`src/rtl/pipe_haz_pkg.sv`:
```
// pipe_haz_pkg -- shared types and helpers for the pipeline hazard controller.
//   fwd_sel_t   : operand forward select encoding
//   haz_state_t : memory-wait state machine encoding
//   reg_match   : true when two register indices match and are not x0
package pipe_haz_pkg;

  // Widest register index reg_match accepts; callers zero-extend their indices.
  localparam int unsigned MAX_AW = 16;

  typedef enum logic [1:0] {
    FWD_RF = 2'b00,
    FWD_W  = 2'b01,
    FWD_M  = 2'b10
  } fwd_sel_t;

  typedef enum logic [1:0] {
    RUN      = 2'b00,
    MEM_WAIT = 2'b01,
    ERR      = 2'b10
  } haz_state_t;

  function automatic logic reg_match(input logic [MAX_AW-1:0] a,
                                     input logic [MAX_AW-1:0] b);
    return (a == b) && (a != '0);
  endfunction

endpackage

```
`src/rtl/haz_fwd_sel.sv`:
```
// haz_fwd_sel -- forward select for one E-stage source operand.
// Ports:
//   rs_e         in  AW  source index in E
//   rd_m, rd_w   in  AW  destination indices in M and W
//   reg_write_m  in  1   M instruction writes the register file
//   reg_write_w  in  1   W instruction writes the register file
//   fwd_sel      out 2   00 register file, 01 W result, 10 M ALU result
module haz_fwd_sel
  import pipe_haz_pkg::*;
#(
  parameter int unsigned AW = 5
) (
  input  logic [AW-1:0] rs_e,
  input  logic [AW-1:0] rd_m,
  input  logic [AW-1:0] rd_w,
  input  logic          reg_write_m,
  input  logic          reg_write_w,
  output logic [1:0]    fwd_sel
);

  fwd_sel_t sel;

  // M is the younger producer, so it wins over W.
  always_comb begin
    sel = FWD_RF;
    if (reg_write_m && reg_match(MAX_AW'(rd_m), MAX_AW'(rs_e)))
      sel = FWD_M;
    else if (reg_write_w && reg_match(MAX_AW'(rd_w), MAX_AW'(rs_e)))
      sel = FWD_W;
  end

  assign fwd_sel = sel;

endmodule

```
`src/rtl/pipe_hazard_ctrl.sv`:
```
// pipe_hazard_ctrl -- hazard, forwarding and data-memory wait control for a
// five-stage pipeline. Drives the stage-register enables (stall_*) and
// synchronous clears (flush_d/flush_e), the E-stage operand forward selects,
// and a sticky memory-timeout error.
// Ports:
//   clk, rst (async, active-low)
//   rs1_d/rs2_d, rs1_e/rs2_e, rd_e, rd_m, rd_w       register indices
//   reg_write_m/_w, load_e, redirect_e               pipeline status
//   mem_req_m, mem_ready_m                           M-stage data memory handshake
//   stall_f..stall_w, flush_d, flush_e               stage register control
//   forward_a_e, forward_b_e                         operand forward selects
//   mem_err                                          sticky timeout error
// Optional build macro PIPE_HAZ_PERF_EN adds saturating PERF_W-bit counters
// perf_lu_cnt, perf_redir_cnt and perf_wait_cnt.
//
// state    | meaning
// ---------+-------------------------------------------------------------
// RUN      | no outstanding wait; a not-ready access freezes the pipe
// MEM_WAIT | M-stage access waiting for ready; counter tracks wait cycles
// ERR      | access timed out; pipe frozen until reset
module pipe_hazard_ctrl
  import pipe_haz_pkg::*;
#(
  parameter int unsigned AW          = 5,
  parameter int unsigned MEM_TIMEOUT = 0,
  parameter int unsigned PERF_W      = 32
) (
  input  logic          clk,
  input  logic          rst,
  input  logic [AW-1:0] rs1_d,
  input  logic [AW-1:0] rs2_d,
  input  logic [AW-1:0] rs1_e,
  input  logic [AW-1:0] rs2_e,
  input  logic [AW-1:0] rd_e,
  input  logic [AW-1:0] rd_m,
  input  logic [AW-1:0] rd_w,
  input  logic          reg_write_m,
  input  logic          reg_write_w,
  input  logic          load_e,
  input  logic          redirect_e,
  input  logic          mem_req_m,
  input  logic          mem_ready_m,
  output logic          stall_f,
  output logic          stall_d,
  output logic          stall_e,
  output logic          stall_m,
  output logic          stall_w,
  output logic          flush_d,
  output logic          flush_e,
  output logic [1:0]    forward_a_e,
  output logic [1:0]    forward_b_e,
`ifdef PIPE_HAZ_PERF_EN
  output logic [PERF_W-1:0] perf_lu_cnt,
  output logic [PERF_W-1:0] perf_redir_cnt,
  output logic [PERF_W-1:0] perf_wait_cnt,
`endif
  output logic          mem_err
);

  localparam int unsigned CNT_W = (MEM_TIMEOUT == 0) ? 1 : $clog2(MEM_TIMEOUT + 1);
  localparam logic [CNT_W-1:0] CNT_MAX = {CNT_W{1'b1}};

  haz_state_t       state, state_nxt;
  logic [CNT_W-1:0] wait_cnt, wait_cnt_nxt, wait_inc;
  logic             mem_err_nxt;
  logic             mem_stall_req;
  logic             mem_hold;
  logic             load_use;
  logic             timeout_hit;

  // ---------------------------------------------------------------------
  // Forwarding
  // ---------------------------------------------------------------------
  haz_fwd_sel #(.AW(AW)) u_fwd_a (
    .rs_e        (rs1_e),
    .rd_m        (rd_m),
    .rd_w        (rd_w),
    .reg_write_m (reg_write_m),
    .reg_write_w (reg_write_w),
    .fwd_sel     (forward_a_e)
  );

  haz_fwd_sel #(.AW(AW)) u_fwd_b (
    .rs_e        (rs2_e),
    .rd_m        (rd_m),
    .rd_w        (rd_w),
    .reg_write_m (reg_write_m),
    .reg_write_w (reg_write_w),
    .fwd_sel     (forward_b_e)
  );

  // ---------------------------------------------------------------------
  // Memory wait FSM
  // ---------------------------------------------------------------------
  assign mem_stall_req = mem_req_m && !mem_ready_m;
  assign mem_hold      = mem_stall_req || (state == ERR);

  // Wait cycles completed including the current one. The cycle that first
  // sees a not-ready access in RUN is wait cycle 1. Saturates, never wraps.
  always_comb begin
    if (state == RUN)
      wait_inc = CNT_W'(1);
    else if (wait_cnt == CNT_MAX)
      wait_inc = wait_cnt;
    else
      wait_inc = wait_cnt + CNT_W'(1);
  end

  assign timeout_hit = (MEM_TIMEOUT != 0) && (32'(wait_inc) >= MEM_TIMEOUT);

  always_comb begin
    state_nxt    = state;
    wait_cnt_nxt = wait_cnt;
    mem_err_nxt  = mem_err;
    case (state)
      RUN: begin
        if (mem_stall_req) begin
          wait_cnt_nxt = wait_inc;
          if (timeout_hit) begin
            state_nxt   = ERR;
            mem_err_nxt = 1'b1;
          end else begin
            state_nxt = MEM_WAIT;
          end
        end
      end
      MEM_WAIT: begin
        // Ready is checked first so a ready on the limit cycle is not an error.
        if (mem_ready_m) begin
          state_nxt    = RUN;
          wait_cnt_nxt = '0;
        end else begin
          wait_cnt_nxt = wait_inc;
          if (timeout_hit) begin
            state_nxt   = ERR;
            mem_err_nxt = 1'b1;
          end
        end
      end
      ERR: begin
        state_nxt = ERR;
      end
      default: begin
        state_nxt    = RUN;
        wait_cnt_nxt = '0;
      end
    endcase
  end

  always_ff @(posedge clk or negedge rst) begin
    if (!rst) begin
      state    <= RUN;
      wait_cnt <= '0;
      mem_err  <= 1'b0;
    end else begin
      state    <= state_nxt;
      wait_cnt <= wait_cnt_nxt;
      mem_err  <= mem_err_nxt;
    end
  end

  // ---------------------------------------------------------------------
  // Stall / flush priority: memory freeze, then redirect, then load-use
  // ---------------------------------------------------------------------
  assign load_use = load_e &&
                    (reg_match(MAX_AW'(rd_e), MAX_AW'(rs1_d)) ||
                     reg_match(MAX_AW'(rd_e), MAX_AW'(rs2_d)));

  always_comb begin
    stall_f = 1'b0;
    stall_d = 1'b0;
    stall_e = 1'b0;
    stall_m = 1'b0;
    stall_w = 1'b0;
    flush_d = 1'b0;
    flush_e = 1'b0;
    if (mem_hold) begin
      // W is frozen too so a value being forwarded from W stays valid.
      stall_f = 1'b1;
      stall_d = 1'b1;
      stall_e = 1'b1;
      stall_m = 1'b1;
      stall_w = 1'b1;
    end else if (redirect_e) begin
      flush_d = 1'b1;
      flush_e = 1'b1;
    end else if (load_use) begin
      stall_f = 1'b1;
      stall_d = 1'b1;
      flush_e = 1'b1;
    end
  end

`ifdef PIPE_HAZ_PERF_EN
  // ---------------------------------------------------------------------
  // Saturating performance counters
  // ---------------------------------------------------------------------
  localparam logic [PERF_W-1:0] PERF_MAX = {PERF_W{1'b1}};

  logic lu_act, redir_act, wait_act;

  assign lu_act    = !mem_hold && !redirect_e && load_use;
  assign redir_act = !mem_hold && redirect_e;
  assign wait_act  = mem_hold && (state != ERR);

  always_ff @(posedge clk or negedge rst) begin
    if (!rst) begin
      perf_lu_cnt    <= '0;
      perf_redir_cnt <= '0;
      perf_wait_cnt  <= '0;
    end else begin
      if (lu_act && (perf_lu_cnt != PERF_MAX))
        perf_lu_cnt <= perf_lu_cnt + PERF_W'(1);
      if (redir_act && (perf_redir_cnt != PERF_MAX))
        perf_redir_cnt <= perf_redir_cnt + PERF_W'(1);
      if (wait_act && (perf_wait_cnt != PERF_MAX))
        perf_wait_cnt <= perf_wait_cnt + PERF_W'(1);
    end
  end
`endif

endmodule

```
`config.mk`:
```
export PLATFORM = sky130hd
export DESIGN_NAME = pipe_hazard_ctrl
export DESIGN_NICKNAME = d
export VERILOG_FILES = /design/src/rtl/pipe_haz_pkg.sv /design/src/rtl/haz_fwd_sel.sv /design/src/rtl/pipe_hazard_ctrl.sv
export SDC_FILE = /design/constraint.sdc
export NUM_CORES = 1
export LEC_CHECK = 0
export CAP_MARGIN = 25
export CORE_AREA = 2 2 47 49
export CTS_BUF_LIST = sky130_fd_sc_hd__clkbuf_8
export CTS_CLUSTER_DIAMETER = 120
export DETAILED_ROUTE_END_ITERATION = 10
export DIE_AREA = 0 0 49 51
export GPL_ROUTABILITY_DRIVEN = 0
export PLACE_DENSITY = 0.77
export SLEW_MARGIN = 10
export SYNTH_ARGS = -nofsm -noshare
export SYNTH_HDL_FRONTEND = slang
export SYNTH_SLANG_ARGS = --single-unit
```
`constraint.sdc`:
```
create_clock -name clk -period 1.8 [get_ports clk]
set_input_delay 0.27 -clock clk [delete_from_list [all_inputs] [get_ports clk]]
set_output_delay 0.27 -clock clk [all_outputs]
set_load 0.03 [all_outputs]
```
==> impl_metrics.yaml <==
status:
  status: "finished, violations left"
  violations: "negative setup slack"
logic_synthesis:
  synth_most_common_cell: "xor2_1"
  yosysTopAreaCell: "xor2_1"
  synth_edf_count: 0
  synth_area_leaders: "xor2_1, dfrtp_1, nor4_2"
  synthFlopType: "dfrtp_1"
  yosys_warnings: 0
  synth-seq-area-share: 0.0862
  synth_nets: 113
  ys_ff_latch: 2
  synth.avg_cell_area_um2: 8.29
  ys_types: 26
  synth.cell_area_um2: 581
  yosys-top-cells-count: "xor2_1, buf_4, inv_1, nor4_2, or4_1"
  async_flop_share: 1.00
  synthCells: 70
  netlist.area_leader.share: 0.347
timing:
  slew_viol_final: 0
  rsz0062_at_grt: "yes"
  setup_viol: 2
  setup-tns-final_ns: -0.0542
  period_share: 1.02
  max_freq_ghz: 0.547
  fin_ws_ns: -0.0294
  fin_skew_ns: 0.00377
  finalHoldViolCount: 0
  min_period_ns: 1.83
cts:
  clk_path_buf_depth: 2
  tritoncts: "built"
  clkLatencyLatePin_ns: 0.21
  cts_made_buffers: 3
  clock-root-buffer: "clkbuf_8"
  h-tree-depth: 1
  clock_sinks: 2
  cts_hold_buf: 0
  path_clk_slew_ns: 0.03
placement:
  dpl_cell_area_um2: 1270
  io_buffer_count: 53
  dpl.cell_count: 165
  hpwl_um: 1790
global_routing:
  grt_pass1_vias: 821
  overflow: 0
  grt_use_total: 0.205
  grt_pass1_wl_um: 3960
  antenna_found_initial: 0
  grt_max_degree: 5
die:
  core_area_um2: 2060
  die-area_um2: 2500
  ioPinCount: 55
  rows: 17
  die_width_um: 49
  initial_utilization: 0.281
  die_h_um: 51
critical_path:
  crit_path_start_kind: "primary input"
  crit_buf_inv: 3
  r2r_start: "state[1]"
  crit_fanout: 2
  crit_type: "in2out"
  crit_family: "simple AND/OR/NAND/NOR gates"
  cp_common_cell: "buf_6"
  cp.arrival_ns: 1.56
  critical_path.startpoint: "rd_m[2]"
  path_cells: "buf_6 -> or4_4 -> o21ai_4 -> buf_6 -> nor4_4 -> nor4_4 -> buf_6"
  critPathSlowestCell: "or4_4"
  critPathMaxStageDelay_ns: 0.53
  required_ns: 1.53
  critPathCaptureType: "output port"
route:
  viasPerCell: 4.61
  avgRoutedWirePerCell_um: 14.7
  postRouteAntennaNets: 0
  drc: 0
  via_count: 802
  drt-pass1-iter-count: 4
  wirelength_um: 2550
  detail_route.iter0.violations: 9
layout:
  final_cell_count_no_fill: 174
  finish.utilization: 0.698
  drive_gt1_frac: 0.610
  top_register: "state"
  design_area_um2: 1440
  nets: 191
  largest_reg_flops: 2
  fillers: 147
  diodes: 0
  largestRegisters: "state: 2 flops"
  area_growth_pct: 148
power:
  p_leak_uw: 0.000683
  power.density_nw_per_um2: 384
  p_total_uw: 553
  ir_drop_mv: 0.544
hold_path:
  hp-class: "in2async"
flow_run:
  maxCapViolCount: 0
layout by cell type, fill, tap and decap left out, types with 3 or more instances in the layout:
cell type	netlist	routed
clkdlybuf4s15_1	0	6
xor2_2	0	3
clkdlybuf4s15_2	0	3
clkbuf_2	0	10
dlygate4sd2_1	0	7
clkbuf_8	0	3
clkdlybuf4s50_1	0	4
or4_4	1	5
nor4_4	0	4
buf_2	0	3
xor2_1	23	20
dlymetal6s2s_1	0	3
buf_6	0	17
buf_4	4	24
inv_1	4	3
cell families (layout without fill, tap and decap cells):
group                     Yosys count  count (layout)  synth area share
other                               1               1           0.00646
AOI/OAI and AO/OA                   9               9             0.127
buffers and inverters               8              84            0.0776
xor gates and xnor gates           26              26             0.392
DFF                                 2               2            0.0862
and+or+nand+nor                    24              24             0.310
where the power goes:
| group | switching (uW) | total [uW] | leakage [uW] | internal, uW |
|---|---|---|---|---|
| clock | 38.6 | 180 | 0.0000216 | 142 |
| combinational | 154 | 325 | 0.000635 | 171 |
| sequential | 0.769 | 47.6 | 0.0000265 | 46.9 |
| total | 194 | 553 | 0.000683 | 359 |
through the flow:
stage | setup WS [ns] | hold WS, ns
floorplan | -0.0404 | -0.0256
global placement | -0.658 | 0.415
detailed placement | -0.687 | 0.430
CTS | -0.196 | 0.228
global route | -0.0954 | 0.244
finish | -0.0294 | 0.231
what timing repair did:
item	CTS	global route
pin swaps	20	17
resized for setup	99	57
endpoints found under the hold margin	0	0
setup buffers	5	1
setup endpoints to repair	10	11
worst paths after layout:
check | end | slack, ns | depth (start not counted)
worst max-delay path | forward_b_e[0] | -0.03 | 7
worst min-delay path | state[1] | 0.23 | 1
worst max register to register | state[0] | 1.09 | 1
worst min register to register | state[1] | 0.45 | 1
max in group asynchronous | state[0] | 1.43 | 1
min in group clk | state[0] | 0.31 | 2
area by class of cell:
| cell class | instances | area (um^2) | share of cell area |
|---|---|---|---|
| repair buffers | 77 | 669 | 0.465 |
| multi-input cells | 60 | 629 | 0.437 |
| flip-flops and latches | 2 | 50.0 | 0.0348 |
| clock buffers | 3 | 41.3 | 0.0287 |
| well taps | 28 | 35.0 | 0.0243 |
| inverters | 4 | 15.0 | 0.0104 |
per-layer routing:
layer  track usage  vias up  routed length, um
met1         0.246      374                985
met2         0.377       29               1430
met3        0.0439        6                120
met4        0.0381        0                 18
met5             0        -                  0
li1              -      393                  -
Note: power is estimated with default switching activity, not from simulation.
